## config.mk

```make
export PLATFORM = sky130hd
export DESIGN_NAME = branch_predictor
export DESIGN_NICKNAME = d
export VERILOG_FILES = /design/src/rtl/bp_pkg.sv /design/src/rtl/bp_btb.sv /design/src/rtl/branch_predictor.sv
export SDC_FILE = /design/constraint.sdc
export NUM_CORES = 2
export LEC_CHECK = 0
export CORE_MARGIN = 2
export CORE_UTILIZATION = 56
export CTS_CLUSTER_DIAMETER = 150
export DETAILED_ROUTE_END_ITERATION = 8
export PLACE_DENSITY = 0.88
export SYNTH_ARGS = -nofsm -noshare
export SYNTH_HDL_FRONTEND = slang
export SYNTH_SLANG_ARGS = --single-unit
```

## constraint.sdc

```tcl
create_clock -name clk -period 4.9 [get_ports clk]
set_input_delay 0.98 -clock clk [delete_from_list [all_inputs] [get_ports clk]]
set_output_delay 0.98 -clock clk [all_outputs]
set_load 0.01 [all_outputs]
```

## src/rtl/bp_pkg.sv

```systemverilog
// Shared types and PC index/tag helpers for the branch predictor.
// XLEN up to BP_MAX_W (64) is supported by the helpers and BTB entry type.
package bp_pkg;

  localparam int unsigned BP_MAX_W = 64;

  // 2-bit bimodal counter states.
  typedef enum logic [1:0] {
    SNT = 2'b00,
    WNT = 2'b01,
    WT  = 2'b10,
    ST  = 2'b11
  } bht_state_t;

  localparam bht_state_t BHT_RESET = WNT;

  // Tag and target are held at the widest supported width, zero-extended.
  typedef struct packed {
    logic                valid;
    logic [BP_MAX_W-1:0] tag;
    logic [BP_MAX_W-1:0] target;
    logic                is_jump;
  } btb_entry_t;

  // Table index: 'bits' PC bits starting above the dropped low bits.
  function automatic logic [BP_MAX_W-1:0] bp_index(input logic [BP_MAX_W-1:0] pc,
                                                   input int unsigned shift,
                                                   input int unsigned bits);
    return (pc >> shift) & ((64'd1 << bits) - 64'd1);
  endfunction

  // Tag: every PC bit above the index field.
  function automatic logic [BP_MAX_W-1:0] bp_tag(input logic [BP_MAX_W-1:0] pc,
                                                 input int unsigned shift,
                                                 input int unsigned bits);
    return pc >> (shift + bits);
  endfunction

endpackage

```

## src/rtl/bp_btb.sv

```systemverilog
// Direct-mapped branch target buffer: combinational lookup, single write port.
module bp_btb
  import bp_pkg::*;
#(
  parameter int unsigned XLEN     = 32,
  parameter int unsigned ENTRIES  = 16,
  parameter int unsigned PC_SHIFT = 0
) (
  input  logic            clk,
  input  logic            reset,
  input  logic [XLEN-1:0] rd_pc,
  output logic            rd_hit,
  output logic            rd_is_jump,
  output logic [XLEN-1:0] rd_target,
  input  logic            wr_en,
  input  logic [XLEN-1:0] wr_pc,
  input  logic [XLEN-1:0] wr_target,
  input  logic            wr_is_jump
);

  localparam int unsigned IW = $clog2(ENTRIES);

  btb_entry_t          btb_q [ENTRIES];
  logic [IW-1:0]       rd_idx;
  logic [IW-1:0]       wr_idx;
  logic [BP_MAX_W-1:0] rd_tag;
  logic [BP_MAX_W-1:0] wr_tag;

  // Index/tag extraction for both ports.
  always_comb begin
    rd_idx = IW'(bp_index(BP_MAX_W'(rd_pc), PC_SHIFT, IW));
    wr_idx = IW'(bp_index(BP_MAX_W'(wr_pc), PC_SHIFT, IW));
    rd_tag = bp_tag(BP_MAX_W'(rd_pc), PC_SHIFT, IW);
    wr_tag = bp_tag(BP_MAX_W'(wr_pc), PC_SHIFT, IW);
  end

  // Lookup reads registered state only, so a same-cycle write is not visible.
  always_comb begin
    rd_hit     = btb_q[rd_idx].valid && (btb_q[rd_idx].tag == rd_tag);
    rd_is_jump = btb_q[rd_idx].is_jump;
    rd_target  = XLEN'(btb_q[rd_idx].target);
  end

  // Storage: async clear, overwrite on allocate (no replacement policy).
  always_ff @(posedge clk or negedge reset) begin
    if (!reset) begin
      for (int unsigned i = 0; i < ENTRIES; i++) btb_q[i] <= '0;
    end else if (wr_en) begin
      btb_q[wr_idx] <= '{valid: 1'b1, tag: wr_tag,
                         target: BP_MAX_W'(wr_target), is_jump: wr_is_jump};
    end
  end

endmodule

```

## src/rtl/branch_predictor.sv

```systemverilog
// Bimodal 2-bit BHT + direct-mapped BTB branch predictor.
// Optional BP_STATS_EN adds branch and mispredict counters.
module branch_predictor
  import bp_pkg::*;
#(
  parameter int unsigned XLEN        = 32,
  parameter int unsigned BHT_ENTRIES = 64,
  parameter int unsigned BTB_ENTRIES = 16,
  parameter int unsigned PC_SHIFT    = 0,
  parameter int unsigned PC_STEP     = 1
) (
  input  logic            clk,
  input  logic            reset,
  input  logic [XLEN-1:0] if_pc,
  output logic            pred_taken,
  output logic [XLEN-1:0] pred_target,
  input  logic            ex_valid,
  input  logic [XLEN-1:0] ex_pc,
  input  logic            ex_is_branch,
  input  logic            ex_is_jump,
  input  logic            ex_taken,
  input  logic [XLEN-1:0] ex_target,
  input  logic            ex_pred_taken,
  input  logic [XLEN-1:0] ex_pred_target,
  output logic            mispredict,
  output logic [XLEN-1:0] redirect_pc
`ifdef BP_STATS_EN
  ,
  output logic [31:0]     stat_branches,
  output logic [31:0]     stat_mispredicts
`endif
);

  localparam int unsigned BW = $clog2(BHT_ENTRIES);

  bht_state_t      bht_q [BHT_ENTRIES];
  bht_state_t      bht_cur;
  bht_state_t      bht_nxt;
  logic [BW-1:0]   if_bidx;
  logic [BW-1:0]   ex_bidx;
  logic            btb_hit;
  logic            btb_is_jump;
  logic [XLEN-1:0] btb_target;
  logic            ctrl;
  logic            actual_taken;
  logic            bht_we;
  logic            btb_we;

  bp_btb #(
    .XLEN     (XLEN),
    .ENTRIES  (BTB_ENTRIES),
    .PC_SHIFT (PC_SHIFT)
  ) u_btb (
    .clk        (clk),
    .reset      (reset),
    .rd_pc      (if_pc),
    .rd_hit     (btb_hit),
    .rd_is_jump (btb_is_jump),
    .rd_target  (btb_target),
    .wr_en      (btb_we),
    .wr_pc      (ex_pc),
    .wr_target  (ex_target),
    .wr_is_jump (ex_is_jump)
  );

  // BHT indices for the fetch and resolve sides.
  always_comb begin
    if_bidx = BW'(bp_index(BP_MAX_W'(if_pc), PC_SHIFT, BW));
    ex_bidx = BW'(bp_index(BP_MAX_W'(ex_pc), PC_SHIFT, BW));
  end

  // IF-side prediction from registered tables; forced not-taken in reset.
  always_comb begin
    pred_taken  = reset && btb_hit && (btb_is_jump || bht_q[if_bidx] == WT ||
                                       bht_q[if_bidx] == ST);
    pred_target = pred_taken ? btb_target : if_pc + XLEN'(PC_STEP);
  end

  // EX-side resolution: write enables, mispredict and redirect.
  always_comb begin
    ctrl         = ex_valid && (ex_is_branch || ex_is_jump);
    actual_taken = ex_is_jump || (ex_is_branch && ex_taken);
    bht_we       = ex_valid && ex_is_branch;
    btb_we       = ex_valid && actual_taken;
    mispredict   = reset && ctrl &&
                   ((actual_taken != ex_pred_taken) ||
                    (actual_taken && ex_target != ex_pred_target));
    redirect_pc  = actual_taken ? ex_target : ex_pc + XLEN'(PC_STEP);
  end

  // Saturating counter step for the resolving branch.
  always_comb begin
    bht_cur = bht_q[ex_bidx];
    bht_nxt = bht_cur;
    if (ex_taken) begin
      if (bht_cur != ST) bht_nxt = bht_state_t'(bht_cur + 2'd1);
    end else begin
      if (bht_cur != SNT) bht_nxt = bht_state_t'(bht_cur - 2'd1);
    end
  end

  // BHT storage: async reset to weakly-not-taken.
  always_ff @(posedge clk or negedge reset) begin
    if (!reset) begin
      for (int unsigned i = 0; i < BHT_ENTRIES; i++) bht_q[i] <= BHT_RESET;
    end else if (bht_we) begin
      bht_q[ex_bidx] <= bht_nxt;
    end
  end

`ifdef BP_STATS_EN
  // Free-running statistics counters, wrapping modulo 2^32.
  always_ff @(posedge clk or negedge reset) begin
    if (!reset) begin
      stat_branches    <= '0;
      stat_mispredicts <= '0;
    end else begin
      if (ctrl)       stat_branches    <= stat_branches + 32'd1;
      if (mispredict) stat_mispredicts <= stat_mispredicts + 32'd1;
    end
  end
`endif

endmodule

```

==> flow_summary.toml <==
[hold_path]
hold_class = "in -> async"

[final_layout]
layout_common_cells = "mux2_2 (1097), dfrtp_1 (1056), buf_4 (356)"
multiInputGateArea_um2 = 24800
final_common_cell = "mux2_2"
drive_above_1_share = 0.538
syn_to_final_growth_pct = 18.3
fill_cells = 6050
seqCellArea_um2 = 28100
fin_nets = 4190
post-route-util = 0.670

[synth]
synth_seq_area_share = 0.521
yosysUniqueCellTypes = 70
async_reset_ff_frac = 1.00
synth_cells = 3679
synth_fp_nets = 3819
synthFlopType = "dfrtp_1"
synth-edff-count = 0
syn_area_per_cell_um2 = 14.7
yosysWarnings = 0
ys_ff_latch = 1120
netlist_area_um2 = 54000

[sta]
fin_crit_ns = 5.07
slew_viol_final = 0
relSlewSlack = 0.258
setup_viol = 22
layout_setup_ws_ns = -0.169
skew_ns = 0.0341
finalCritPeriodShare = 1.03
worst_pin_slew_ns = 1.11
fmaxAchievable_mhz = 197
whs_ns = 0.342
rsz0062_at_grt = "yes"
hold_violations = 0

[pwr]
p_leak_nw = 27.5
sw_frac_of_total = 0.273
pwr_density_cell_nw_per_um2 = 406
power.switching_mw = 7.07
power.total_mw = 25.9
pwr-share-comb = 0.202
max-vdd-ir-drop_uv = 302
p_int_mw = 18.8
clkPwrFrac = 0.323
seq_power_share = 0.475

[critical_path]
path_class = "in -> out"
arrival_ns = 4.09
start_kind = "primary input"
cp.required_ns = 3.92
worstSetupEndpointType = "primary output"
rrSetupSlack_ns = 1.87
path_max_fanout = 10

[floorplanning]
die_w_um = 314
dieArea_um2 = 98800
start_util = 0.566
fp.dieH_um = 314
row_count = 113
pin_count = 201
core-area_um2 = 95300

[clock_tree]
clk_path_buf_depth = 3
cts.htree.levels = 3
cts-root-buf = "clkbuf_16"
cts_tree = "done"
path_clk_slew_ns = 0.06
numClockSinks = 1120
insertion_delay_ns = 0.70
numCtsBuffers = 107

[global_routing]
use_met3 = 0.0877
antenna_found_initial = 13
met2_usage = 0.519
gr-total-overflow = 0
grt_usage = 0.340
busiest_layer = "met2"
first_global_vias = 38100
grt_pass1_wl_um = 248000
grt_max_degree = 190
use_met1 = 0.442

[status]
violations = "negative setup slack"
run_status = "finished with violations"

[detailed_routing]
drt_iter0_drc = 4640
drc_errors = 0
ant_nets = 0
wl_per_cell_um = 31.0
vias = 36500
vias_per_cell = 6.75
firstDrtPassIters = 6
drt_wl_total_um = 168000

[flow_run]
maxCapViolations = 0

[placed_design]
place_ws_ns = -0.786
port_buffers = 200
place_hpwl_um = 103000
place_congestion = 0.955
## flip-flops by register name, summed over array words and instances (netlist names)
name,cells
u_btb.btb_q,992
bht_q,128
## critical path: stages
cell and delay (ns):
buf_16 0.14, buf_12 0.15, mux4_2 0.52, mux2i_2 0.22
buf_4 0.17, o32ai_1 0.08, a22oi_1 0.30, nand4_1 0.19
nor4_2 0.18, nand4b_1 0.20, buf_6 0.19, buf_6 0.14
buf_6 0.13, mux2_4 0.34, buf_6 0.13
## power by group through the flow
stage	clock network, mW	logic [mW]	registers [mW]
after floorplan	0	3.37	11.9
after global placement	0	4.78	12.1
after detailed placement	0	4.97	12.3
after CTS	8.37	5.10	12.2
after global routing	8.75	5.51	12.4
final	8.35	5.24	12.3
## cell usage after synthesis (38+ instances only)
| library cell | instances | share of area |
|---|---|---|
| buf_2 | 42 | 0.0039 |
| nor2_1 | 115 | 0.0080 |
| dfstp_2 | 64 | 0.031 |
| mux2_4 | 54 | 0.015 |
| nand2_1 | 93 | 0.0065 |
| mux2_2 | 1100 | 0.23 |
| mux2i_1 | 52 | 0.0096 |
| mux4_2 | 278 | 0.12 |
| o21ai_0 | 56 | 0.0052 |
| a22oi_1 | 38 | 0.0053 |
| dfrtp_1 | 1056 | 0.49 |
| clkbuf_1 | 264 | 0.018 |
| xnor2_1 | 69 | 0.011 |
## final timing paths
check / cells past startpoint / startpoint / endpoint
worst max-delay path: 15 / if_pc[0] / pred_target[3]
worst min-delay path: 2 / reset / u_btb.btb_q[1563]$_DFFE_PN0P_
worst max register to register: 8 / bht_q[52]$_DFFE_PN1P_ / bht_q[5]$_DFFE_PN0P_
worst min register to register: 1 / u_btb.btb_q[259]$_DFFE_PN0P_ / u_btb.btb_q[259]$_DFFE_PN0P_
max in group asynchronous: 5 / reset / u_btb.btb_q[592]$_DFFE_PN0P_
min in group clk: 1 / u_btb.btb_q[259]$_DFFE_PN0P_ / u_btb.btb_q[259]$_DFFE_PN0P_
## timing repair
item,CTS,global route
hold buffers,0,0
pin swaps,13,28
gates resized for setup,161,109
buffers inserted,20,11
gates cloned,2,3
endpoints found under the hold margin,0,0
setup endpoints to repair,44,41
## metal layers
| metal | routed length, um | up-vias |
|---|---|---|
| li1 | - | 14300 |
| met1 | 61600 | 19200 |
| met2 | 77900 | 2369 |
| met3 | 17600 | 575 |
| met4 | 10100 | 14 |
| met5 | 281 | - |
## final cells by class
cell class,instances,area share
diodes,6,0.000235
well taps,1265,0.0248
repair buffers,618,0.0898
flip-flops and latches,1120,0.440
clock buffers,153,0.0476
clock inverters,42,0.00733
inverters,21,0.00127
multi-input cells,2182,0.389
## metrics by stage
step	instances	TNS [ns]	cell area (um2)
finish	5407	-2.83	63800
detailed placement	5171	-29.10	59600
CTS	5387	-0.0392	63400
global placement	5171	-28.41	59600
floorplan	3679	0	54000
global route	5404	-4.52	63800
## kinds of logic (layout without fill, tap and decap cells)
logic type	count (synthesis)	count (layout)	synth area share
flops	1120	1120	0.521
simple gates	366	366	0.0323
xor+xnor	106	106	0.0172
fa+ha+maj	7	7	0.00155
other cells	0	6	0
compound gates	219	219	0.0289
buf+inv	377	834	0.0288
mux	1484	1484	0.370
(Power assumes the default switching activity.)
